<file path="src/rtl/ps2_host_tx.sv">
// Host-to-device PS/2 transmitter: request-to-send, shifts a command byte with odd parity
// on device clock falls, then checks the device ACK. busy inhibits the companion receiver.
module ps2_host_tx #(
    parameter int INHIBIT_CYCLES = 5000,
    parameter int START_TIMEOUT  = 750000,
    parameter int XFER_TIMEOUT   = 100000
) (
    input  logic       clk,
    input  logic       clrn,
    input  logic [7:0] tx_data,
    input  logic       tx_valid,
    output logic       tx_ready,
    input  logic       ps2_clk,
    input  logic       ps2_data,
    output logic       ps2_clk_oe,
    output logic       ps2_data_oe,
    output logic       busy,
    output logic       done,
    output logic [1:0] err_code
);

    localparam int TMAX = (INHIBIT_CYCLES > START_TIMEOUT) ? INHIBIT_CYCLES : START_TIMEOUT;
    localparam int TW   = $clog2(TMAX + 1);
    localparam int XW   = $clog2(XFER_TIMEOUT + 1);

    localparam logic [TW-1:0] INH_PRE    = TW'(INHIBIT_CYCLES - 2);
    localparam logic [TW-1:0] INH_LAST   = TW'(INHIBIT_CYCLES - 1);
    localparam logic [TW-1:0] START_LAST = TW'(START_TIMEOUT - 1);
    localparam logic [XW-1:0] XFER_LAST  = XW'(XFER_TIMEOUT - 1);

    typedef enum logic [2:0] {
        IDLE, INHIBIT, RTS, SEND, ACK, WAIT_IDLE, ERR
    } state_t;

    state_t        state;
    logic [2:0]    clk_sync;
    logic [2:0]    dat_sync;
    logic [8:0]    shift;
    logic [3:0]    bit_cnt;
    logic [TW-1:0] tmr;
    logic [XW-1:0] xfer;
    logic [1:0]    err_tag;
    logic          fall;
    logic          dat_s;

    assign fall     = clk_sync[2] & ~clk_sync[1];
    assign dat_s    = dat_sync[2];
    assign tx_ready = ~busy;

    always_ff @(posedge clk or posedge clrn) begin
        if (clrn) begin
            state       <= IDLE;
            clk_sync    <= '0;
            dat_sync    <= '0;
            shift       <= '0;
            bit_cnt     <= '0;
            tmr         <= '0;
            xfer        <= '0;
            err_tag     <= '0;
            ps2_clk_oe  <= 1'b0;
            ps2_data_oe <= 1'b0;
            busy        <= 1'b0;
            done        <= 1'b0;
            err_code    <= '0;
        end else begin
            clk_sync <= {clk_sync[1:0], ps2_clk};
            dat_sync <= {dat_sync[1:0], ps2_data};
            done     <= 1'b0;
            case (state)
                IDLE: begin
                    busy        <= 1'b0;
                    ps2_clk_oe  <= 1'b0;
                    ps2_data_oe <= 1'b0;
                    if (tx_valid && !busy) begin
                        shift      <= {~^tx_data, tx_data};
                        bit_cnt    <= '0;
                        tmr        <= '0;
                        busy       <= 1'b1;
                        ps2_clk_oe <= 1'b1;
                        state      <= INHIBIT;
                    end
                end
                INHIBIT: begin
                    tmr <= tmr + 1'b1;
                    // Start bit goes low during the last inhibit cycle so RTS begins with data already low.
                    if (tmr == INH_PRE) ps2_data_oe <= 1'b1;
                    if (tmr == INH_LAST) begin
                        ps2_clk_oe  <= 1'b0;
                        ps2_data_oe <= 1'b1;
                        tmr         <= '0;
                        state       <= RTS;
                    end
                end
                RTS: begin
                    if (fall) begin
                        ps2_data_oe <= ~shift[0];
                        shift       <= {1'b1, shift[8:1]};
                        bit_cnt     <= 4'd1;
                        xfer        <= '0;
                        state       <= SEND;
                    end else if (tmr >= START_LAST) begin
                        err_tag     <= 2'b10;
                        ps2_clk_oe  <= 1'b0;
                        ps2_data_oe <= 1'b0;
                        state       <= ERR;
                    end else begin
                        tmr <= tmr + 1'b1;
                    end
                end
                SEND, ACK, WAIT_IDLE: begin
                    if (xfer >= XFER_LAST) begin
                        err_tag     <= 2'b11;
                        ps2_clk_oe  <= 1'b0;
                        ps2_data_oe <= 1'b0;
                        state       <= ERR;
                    end else begin
                        xfer <= xfer + 1'b1;
                        if (state == SEND && fall) begin
                            if (bit_cnt == 4'd9) begin
                                ps2_data_oe <= 1'b0;
                                state       <= ACK;
                            end else begin
                                ps2_data_oe <= ~shift[0];
                                shift       <= {1'b1, shift[8:1]};
                                bit_cnt     <= bit_cnt + 1'b1;
                            end
                        end else if (state == ACK && fall) begin
                            if (!dat_s) begin
                                state <= WAIT_IDLE;
                            end else begin
                                err_tag <= 2'b01;
                                state   <= ERR;
                            end
                        end else if (state == WAIT_IDLE && dat_s && clk_sync[2]) begin
                            done     <= 1'b1;
                            err_code <= 2'b00;
                            state    <= IDLE;
                        end
                    end
                end
                ERR: begin
                    ps2_clk_oe  <= 1'b0;
                    ps2_data_oe <= 1'b0;
                    done        <= 1'b1;
                    err_code    <= err_tag;
                    state       <= IDLE;
                end
                default: state <= IDLE;
            endcase
        end
    end

endmodule

</file>
<file path="config.mk">
export PLATFORM = sky130hd
export DESIGN_NAME = ps2_host_tx
export DESIGN_NICKNAME = d
export VERILOG_FILES = /design/src/rtl/ps2_host_tx.sv
export SDC_FILE = /design/constraint.sdc
export NUM_CORES = 1
export LEC_CHECK = 0
export BUFFER_PORTS_ARGS = -buffer_cell sky130_fd_sc_hd__buf_2
export CAP_MARGIN = 20
export CORE_MARGIN = 2
export CORE_UTILIZATION = 47
export DETAILED_ROUTE_END_ITERATION = 10
export PLACE_DENSITY = 0.7
export SYNTH_ARGS = -nofsm -noshare
export SYNTH_HDL_FRONTEND = slang
export SYNTH_SLANG_ARGS = --single-unit
</file>
<file path="constraint.sdc">
create_clock -name clk -period 2.5 [get_ports clk]
set_input_delay 0.75 -clock clk [delete_from_list [all_inputs] [get_ports clk]]
set_output_delay 0.75 -clock clk [all_outputs]
set_load 0.005 [all_outputs]
</file>
==> metrics.txt, run 1 <==
# TYPE chip_impl_metric gauge
chip_impl_metric{name="track_usage",unit=""} 0.215
chip_impl_info{name="tritoncts",value="done"} 1
chip_impl_info{name="hold_path_class",value="flop to flop"} 1
chip_impl_metric{name="post_drt_via_cell_ratio",unit=""} 5.74
chip_impl_metric{name="cts.reportedPaths.clkPinSlew",unit="ps"} 80
chip_impl_info{name="crit_path_end_kind",value="flop"} 1
chip_impl_metric{name="worst_ep_arrival_time",unit="ps"} 2660
chip_impl_metric{name="worst_slew_pin_slew",unit="ps"} 564
chip_impl_metric{name="dp_worst_setup_slack",unit="ps"} 175
chip_impl_metric{name="grt_antenna_before_repair",unit=""} 0
chip_impl_metric{name="timing.final.hold_violations",unit=""} 0
chip_impl_info{name="worstSetupPathType",value="flop to flop"} 1
chip_impl_metric{name="cp_data_required_time",unit="ps"} 2780
chip_impl_info{name="clock_tree.root_cell",value="sky130_fd_sc_hd__clkbuf_8"} 1
chip_impl_metric{name="final.period_utilization",unit=""} 0.953
chip_impl_metric{name="clock_latency",unit="ps"} 350
chip_impl_metric{name="skew",unit="ps"} 14.8
chip_impl_metric{name="ys_warn_count",unit=""} 0
chip_impl_metric{name="cts.sink_count",unit=""} 67
chip_impl_metric{name="min_delay_path_depth",unit=""} 0
chip_impl_metric{name="fp.dieH",unit="um"} 95.6
chip_impl_metric{name="drtIter0Drc",unit=""} 241
chip_impl_metric{name="placement.io_buffers",unit=""} 19
chip_impl_metric{name="place_congestion",unit=""} 0.832
chip_impl_metric{name="synth-seq-cells",unit=""} 67
chip_impl_metric{name="cts_inserted_buffers",unit=""} 9
chip_impl_metric{name="max_cap_viols",unit=""} 0
chip_impl_metric{name="finalWorstSetupSlack",unit="ps"} 119
chip_impl_metric{name="design.portCount",unit=""} 20
chip_impl_metric{name="grt_max_degree",unit=""} 38
chip_impl_metric{name="detailed_placement_wirelength_estimate",unit="um"} 6500
chip_impl_metric{name="r2r.worst_path.cells",unit=""} 8
chip_impl_metric{name="powerDensity",unit="nW/um^2"} 995
chip_impl_metric{name="finish.instance_area",unit="um^2"} 4550
chip_impl_metric{name="post_dp_cell_area",unit="um^2"} 4290
chip_impl_metric{name="nNetsFinal",unit=""} 484
chip_impl_metric{name="vdd_ir_drop_max",unit="mV"} 0.619
chip_impl_info{name="yosysTopAreaCell",value="sky130_fd_sc_hd__dfrtp_1"} 1
chip_impl_info{name="synth_top_flop_cell",value="sky130_fd_sc_hd__dfrtp_1"} 1
chip_impl_metric{name="yosys_top_cell_area_share",unit=""} 0.425
chip_impl_metric{name="antenna_violating_nets_remaining",unit=""} 0
chip_impl_metric{name="final_layout_size_suffix_gt1_frac",unit=""} 0.163
chip_impl_metric{name="final_period_minus_worst_setup_slack",unit="ps"} 2380
chip_impl_metric{name="syn_avg_cell_area",unit="um^2"} 9.23
chip_impl_info{name="post_synth_main_area_contributors",value="sky130_fd_sc_hd__dfrtp_1, sky130_fd_sc_hd__nor2_1, sky130_fd_sc_hd__xor2_1"} 1
chip_impl_info{name="outcome",value="finished, final reports clean"} 1
chip_impl_metric{name="grt.met3_usage",unit=""} 0.0451
chip_impl_metric{name="finalSetupViolCount",unit=""} 0
chip_impl_metric{name="syn2layout_area_growth",unit="%"} 15.4
chip_impl_metric{name="use_met1",unit=""} 0.301
chip_impl_metric{name="setup_tns",unit="ps"} 0
chip_impl_info{name="rsz0062_at_grt",value="false"} 1
chip_impl_metric{name="sum_of_internal_switching_and_leakage_power",unit="mW"} 4.53
chip_impl_metric{name="first_pass_iters",unit=""} 4
chip_impl_metric{name="synth-edff-count",unit=""} 0
chip_impl_metric{name="wl_per_cell",unit="um"} 15.6
chip_impl_metric{name="postCtsResizedCells",unit=""} 0
chip_impl_metric{name="ctsHtreeMaxLevel",unit=""} 3
chip_impl_metric{name="power.static_leakage",unit="nW"} 2.01
chip_impl_metric{name="use_met2",unit=""} 0.341
chip_impl_metric{name="floorplan.initialDensity",unit=""} 0.482
chip_impl_metric{name="slew_headroom",unit=""} 0.619
chip_impl_metric{name="postSynth.asyncResetShare",unit=""} 1.00
chip_impl_metric{name="core.rowCount",unit=""} 33
chip_impl_metric{name="final-max-slew-violation-count",unit=""} 0
chip_impl_metric{name="vias_after_detailed_routing",unit=""} 3308
chip_impl_metric{name="yosysSeqAreaShare",unit=""} 0.425
chip_impl_info{name="globalRoute.busiestLayer",value="met2"} 1
chip_impl_metric{name="drc",unit=""} 0
chip_impl_metric{name="post_cts_repair_setup_buffers",unit=""} 0
chip_impl_metric{name="worst_hold_slack",unit="ps"} 351
chip_impl_metric{name="antenna_cell_count",unit=""} 0
chip_impl_metric{name="core",unit="um^2"} 8180
chip_impl_metric{name="detail_route.wirelength",unit="um"} 9010
chip_impl_metric{name="die_w",unit="um"} 95.6
chip_impl_metric{name="globalRouteOverflowTotal",unit=""} 0
chip_impl_metric{name="number_of_global_route_vias_before_repair",unit=""} 3150
chip_impl_metric{name="cts_max_path_buffers",unit=""} 2
chip_impl_info{name="synth.top_cells.by_count",value="sky130_fd_sc_hd__dfrtp_1, sky130_fd_sc_hd__nor2_1, sky130_fd_sc_hd__nand2_1"} 1
chip_impl_metric{name="ctsHoldBuffers",unit=""} 0
chip_impl_metric{name="timing.fmax",unit="MHz"} 420
chip_impl_info{name="crit_path_start_kind",value="flop"} 1
chip_impl_metric{name="postSynthNetCount",unit=""} 445
chip_impl_metric{name="grt_first_pass_wirelength",unit="um"} 15400
chip_impl_metric{name="timing.critical_path.fanout_max",unit=""} 6
chip_impl_metric{name="mappedNetlistArea",unit="um^2"} 3940
chip_impl_metric{name="postSynthCellCount",unit=""} 427
chip_impl_info{name="yosysMostFrequentCell",value="sky130_fd_sc_hd__dfrtp_1"} 1
chip_impl_metric{name="design.die.area",unit="um^2"} 9140
chip_impl_metric{name="synth.distinct_cells",unit=""} 66
[where the power goes]
part           leakage, nW  switching (mW)  internal [mW]
clock network        0.123           0.443          0.692
logic                 1.00            1.04          0.778
registers            0.885           0.258           1.31
total                 2.01            1.74           2.78
[placed cells by master, fill, tap and decap left out, drive strengths merged, types with 9 or more instances in the layout]
cell / n
dfrtp: 67
nor2: 51
clkbuf: 10
o21ai: 34
and3: 12
nand3: 14
nor3: 9
inv: 12
xnor2: 12
a21oi: 17
nand2: 34
buf: 46
o211ai: 10
xor2: 20
[state kept, by name, indices dropped and copies added (netlist names)]
name and count:
bit_cnt 4, busy 1, clk_sync 3, dat_sync 3
done 1, err_code 2, err_tag 2, ps2_clk_oe 1
ps2_data_oe 1, shift 9, state 3, tmr 20
xfer 17
[final cells by class]
| class | count | area, um^2 |
|---|---|---|
| well taps | 105 | 131 |
| repair buffers | 46 | 310 |
| inverters | 11 | 41.3 |
| clock buffers | 10 | 138 |
| fillers | 748 | 3630 |
| clock inverters | 6 | 111 |
| multi-input cells | 331 | 2140 |
| flip-flops and latches | 67 | 1680 |
[per-layer routing]
metal / part of all wire / vias to the layer above
met2: 0.48 / 61
met3: 0.040 / 9
met1: 0.47 / 1609
li1: - / 1629
met4: 0.013 / 0
met5: 0 / -
[path summary, 6_finish.rpt]
| kind | start | to | slack, ps |
|---|---|---|---|
| worst min-delay path | clk_sync[0] | clk_sync[1] | 350 |
| worst min register to register | clk_sync[0] | clk_sync[1] | 350 |
| min in group asynchronous | clrn | tmr[16] | 380 |
| worst max register to register | xfer[1] | ps2_clk_oe | 120 |
| max in group asynchronous | clrn | err_tag[1] | 1590 |
| worst max-delay path | xfer[1] | ps2_clk_oe | 120 |
[stage by stage]
stage	util	cells
after global routing	0.556	576
after CTS	0.555	574
final	0.556	576
after floorplan	-	427
after detailed placement	0.524	558
after global placement	0.524	558
[critical path: stages (launching register included)]
cell and delay, ps:
sky130_fd_sc_hd__dfrtp_1 430, sky130_fd_sc_hd__ha_1 250, sky130_fd_sc_hd__a21o_1 170, sky130_fd_sc_hd__a211o_1 320, sky130_fd_sc_hd__a31oi_4 270, sky130_fd_sc_hd__buf_4 190
sky130_fd_sc_hd__nor2_1 50, sky130_fd_sc_hd__or4_1 510, sky130_fd_sc_hd__a21oi_1 150
[cell families after synthesis]
group,synth area share
buffers and inverters,0.0317
and+or+nand+nor,0.236
muxes,0.0232
AOI/OAI and AO/OA,0.195
adders and majority gates,0.0159
xor gates and xnor gates,0.0730
DFF,0.425
Power figures use the tool's default switching activity.
==> run 2, diff against run 1 <==
--- a/config.mk
+++ b/config.mk
@@ -7,10 +7,13 @@
 export LEC_CHECK = 0
 export BUFFER_PORTS_ARGS = -buffer_cell sky130_fd_sc_hd__buf_2
 export CAP_MARGIN = 20
-export CORE_MARGIN = 2
-export CORE_UTILIZATION = 47
+export CELL_PAD_IN_SITES_DETAIL_PLACEMENT = 0
+export CELL_PAD_IN_SITES_GLOBAL_PLACEMENT = 1
+export CORE_MARGIN = 1
+export CORE_UTILIZATION = 43
+export CTS_CLUSTER_SIZE = 14
 export DETAILED_ROUTE_END_ITERATION = 10
-export PLACE_DENSITY = 0.7
+export PLACE_DENSITY = 0.8
 export SYNTH_ARGS = -nofsm -noshare
 export SYNTH_HDL_FRONTEND = slang
 export SYNTH_SLANG_ARGS = --single-unit
==> run 2 against run 1 <==
Non-clock buffer count grew 5. Sequential share of layout area shrank 0.23 points. Design area grew 0.63%. Flip-flop and latch count is the same. Sequential power is essentially flat. First-iteration DRC count shrank 34%. Wire length shrank 2.8%. Combinational power is essentially flat. Largest cell class unchanged.
==> metrics.txt, run 2 (synthesized netlist as in run 1, its figures left out) <==
# TYPE chip_impl_metric gauge
chip_impl_info{name="outcome",value="finished, final reports clean"} 1
chip_impl_metric{name="grt_max_degree",unit=""} 48
chip_impl_metric{name="met1Wirelength",unit="um"} 4170
chip_impl_metric{name="cp_data_required_time",unit="ps"} 2770
chip_impl_metric{name="final_period_minus_worst_setup_slack",unit="ps"} 2290
chip_impl_metric{name="layoutNonFillerInstCount",unit=""} 584
chip_impl_metric{name="timing.critical_path.fanout_max",unit=""} 7
chip_impl_metric{name="antenna_cell_count",unit=""} 0
chip_impl_info{name="start_point_of_the_worst_hold_path",value="dat_sync[1]"} 1
chip_impl_metric{name="switching_share",unit=""} 0.393
chip_impl_metric{name="grt_first_pass_wirelength",unit="um"} 15400
chip_impl_metric{name="powerDensity",unit="nW/um^2"} 968
chip_impl_metric{name="min_delay_path_depth",unit=""} 0
chip_impl_info{name="worstSetupPathType",value="flop to flop"} 1
chip_impl_info{name="clock_tree.root_cell",value="sky130_fd_sc_hd__clkbuf_8"} 1
chip_impl_info{name="rsz0062_at_grt",value="false"} 1
chip_impl_metric{name="final.period_utilization",unit=""} 0.914
chip_impl_info{name="timing.hold.worst_endpoint",value="dat_sync[2]"} 1
chip_impl_metric{name="power.static_leakage",unit="nW"} 2.03
chip_impl_info{name="r2r_start",value="tmr[15]"} 1
chip_impl_metric{name="clock_power_share",unit=""} 0.229
chip_impl_metric{name="place_congestion",unit=""} 0.870
chip_impl_metric{name="dr_wl_met2",unit="um"} 4170
chip_impl_metric{name="power.share.sequential",unit=""} 0.353
chip_impl_metric{name="setup_tns",unit="ps"} 0
chip_impl_info{name="crit_path_start_kind",value="flop"} 1
chip_impl_metric{name="sum_of_internal_switching_and_leakage_power",unit="mW"} 4.43
chip_impl_info{name="final_cell_mix",value="sky130_fd_sc_hd__dfrtp_1, sky130_fd_sc_hd__nor2_1, sky130_fd_sc_hd__nand2_1"} 1
chip_impl_metric{name="core",unit="um^2"} 8810
chip_impl_metric{name="detail_route.wirelength",unit="um"} 8760
chip_impl_info{name="r2r-end",value="err_tag[0]"} 1
chip_impl_metric{name="die_w",unit="um"} 97.8
chip_impl_metric{name="wl_per_cell",unit="um"} 15.0
chip_impl_metric{name="track_usage",unit=""} 0.201
chip_impl_metric{name="drtIter0Drc",unit=""} 158
chip_impl_metric{name="slew_headroom",unit=""} 0.607
chip_impl_info{name="crit_chain",value="or2_2 -> a2111oi_4 -> a21oi_1 -> o21ai_0 -> a31oi_1 -> a21oi_1"} 1
chip_impl_metric{name="finalSetupViolCount",unit=""} 0
chip_impl_metric{name="vias_after_detailed_routing",unit=""} 3273
chip_impl_metric{name="ctsHtreeMaxLevel",unit=""} 3
chip_impl_metric{name="floorplan.initialDensity",unit=""} 0.448
chip_impl_metric{name="antenna_violating_nets_remaining",unit=""} 0
chip_impl_info{name="crit_slowest_cell",value="sky130_fd_sc_hd__o21ai_0"} 1
chip_impl_metric{name="final_layout_size_suffix_gt1_frac",unit=""} 0.172
chip_impl_info{name="top_regs",value="tmr: 20 flops, xfer: 17 flops, shift: 9 flops"} 1
chip_impl_info{name="hold_path_class",value="flop to flop"} 1
chip_impl_metric{name="worst_slew_pin_slew",unit="ps"} 583
chip_impl_metric{name="power_switching",unit="mW"} 1.74
chip_impl_metric{name="design.portCount",unit=""} 20
chip_impl_info{name="largest-register",value="tmr"} 1
chip_impl_info{name="final_common_cell",value="sky130_fd_sc_hd__dfrtp_1"} 1
chip_impl_metric{name="nNetsFinal",unit=""} 489
chip_impl_metric{name="globalRouteOverflowTotal",unit=""} 0
chip_impl_metric{name="core.rowCount",unit=""} 34
chip_impl_info{name="dr.max_layer_used",value="met4"} 1
chip_impl_metric{name="clock_latency",unit="ps"} 350
chip_impl_metric{name="timing.final.hold_violations",unit=""} 0
chip_impl_metric{name="finish.instance_area",unit="um^2"} 4580
chip_impl_info{name="crit_path_end_kind",value="flop"} 1
chip_impl_metric{name="number_of_global_route_vias_before_repair",unit=""} 3254
chip_impl_metric{name="syn2layout_area_growth",unit="%"} 16.1
chip_impl_metric{name="r2r.worst_path.cells",unit=""} 6
chip_impl_metric{name="nFillCells",unit=""} 808
chip_impl_metric{name="post_dp_cell_area",unit="um^2"} 4330
chip_impl_metric{name="final-max-slew-violation-count",unit=""} 0
chip_impl_metric{name="fp.dieH",unit="um"} 97.8
chip_impl_metric{name="max_cap_viols",unit=""} 0
chip_impl_metric{name="vdd_ir_drop_max",unit="mV"} 0.494
chip_impl_metric{name="first_pass_iters",unit=""} 5
chip_impl_metric{name="postCtsResizedCells",unit=""} 0
chip_impl_metric{name="worst_ep_arrival_time",unit="ps"} 2560
chip_impl_metric{name="timing.fmax",unit="MHz"} 437
chip_impl_metric{name="grt_antenna_before_repair",unit=""} 0
chip_impl_metric{name="skew",unit="ps"} 13.8
chip_impl_metric{name="cts.reportedPaths.clkPinSlew",unit="ps"} 80
chip_impl_metric{name="finalCoreUtilization",unit=""} 0.520
chip_impl_metric{name="wl_met3",unit="um"} 275
chip_impl_metric{name="post-place-cells",unit=""} 566
chip_impl_metric{name="timing.reg2reg.setup_slack",unit="ps"} 210
chip_impl_metric{name="cts.sink_count",unit=""} 67
chip_impl_metric{name="largest_register_ff_count",unit=""} 20
chip_impl_metric{name="placement.io_buffers",unit=""} 19
chip_impl_metric{name="cts_inserted_buffers",unit=""} 9
chip_impl_metric{name="drc",unit=""} 0
chip_impl_info{name="critical-path-top-cell-by-count",value="sky130_fd_sc_hd__a21oi_1"} 1
chip_impl_metric{name="detailed_placement_wirelength_estimate",unit="um"} 6330
chip_impl_info{name="tritoncts",value="done"} 1
chip_impl_metric{name="internal_power",unit="mW"} 2.69
chip_impl_metric{name="post_drt_via_cell_ratio",unit=""} 5.60
chip_impl_metric{name="combPwrFrac",unit=""} 0.418
chip_impl_metric{name="cp_slowest_stage_delay",unit="ps"} 500
chip_impl_metric{name="design.die.area",unit="um^2"} 9560
chip_impl_metric{name="cts_max_path_buffers",unit=""} 2
==> run 2: cell count changes in the layout (fill, tap and decap cells not counted), sizes merged <==
cell and delta:
clkbuf -1, buf +5, clkinv +3, clkinvlp -1
bufinv -1
==> run 2: cell type report <==
cell class	instances	area, um^2	share of cell area
clock buffer	9	124	0.0271
clock inverter	7	100	0.0219
inverter	11	41.3	0.00902
multi-input combinational	331	2140	0.468
sequential	67	1680	0.366
tap	108	135	0.0295
timing repair buffer	51	360	0.0787
==> run 2: per-layer routing <==
layer | vias up | track usage
li1 | 1633 | -
met2 | 53 | 0.326
met4 | 0 | 0.0746
met5 | - | 0
met1 | 1573 | 0.263
met3 | 14 | 0.0451
==> run 2: worst max path at each step <==
stage,from,to,cells past startpoint
after floorplan,clrn,bit_cnt[0],1
after global placement,tx_valid,tmr[10],6
after detailed placement,tx_valid,tmr[9],6
after CTS,xfer[0],bit_cnt[3],7
after global routing,tmr[15],err_tag[0],6
final,tmr[15],err_tag[0],6
==> run 2: metrics by stage <==
| stage | setup WS [ps] | hold slack (ps) |
|---|---|---|
| floorplan | 66.8 | 331 |
| global placement | 166 | 335 |
| detailed placement | 129 | 350 |
| global route | 63.4 | 366 |
| CTS | 122 | 363 |
| finish | 214 | 352 |
==> run 2: power groups by stage <==
stage	logic [mW]	registers (mW)	clock network (mW)
6_report	1.85	1.56	1.02
4_1_cts	1.86	1.56	1.05
3_5_place_dp	1.85	1.58	0
3_3_place_gp	1.83	1.58	0
5_1_grt	2.08	1.60	1.09
2_1_floorplan	1.33	1.50	0
==> run 2: what timing repair did <==
action                                  CTS  global route
hold buffers                              0             0
endpoints found under the setup margin    0             2
buffers inserted                          0             2
==> run 2: critical path: cells and delay by family (launching register included) <==
| family | cells | cell delay [ps] |
|---|---|---|
| AO/OA/AOI/OAI | 5 | 1420 |
| AND/OR/NAND/NOR | 1 | 340 |
| flip-flops | 1 | 450 |
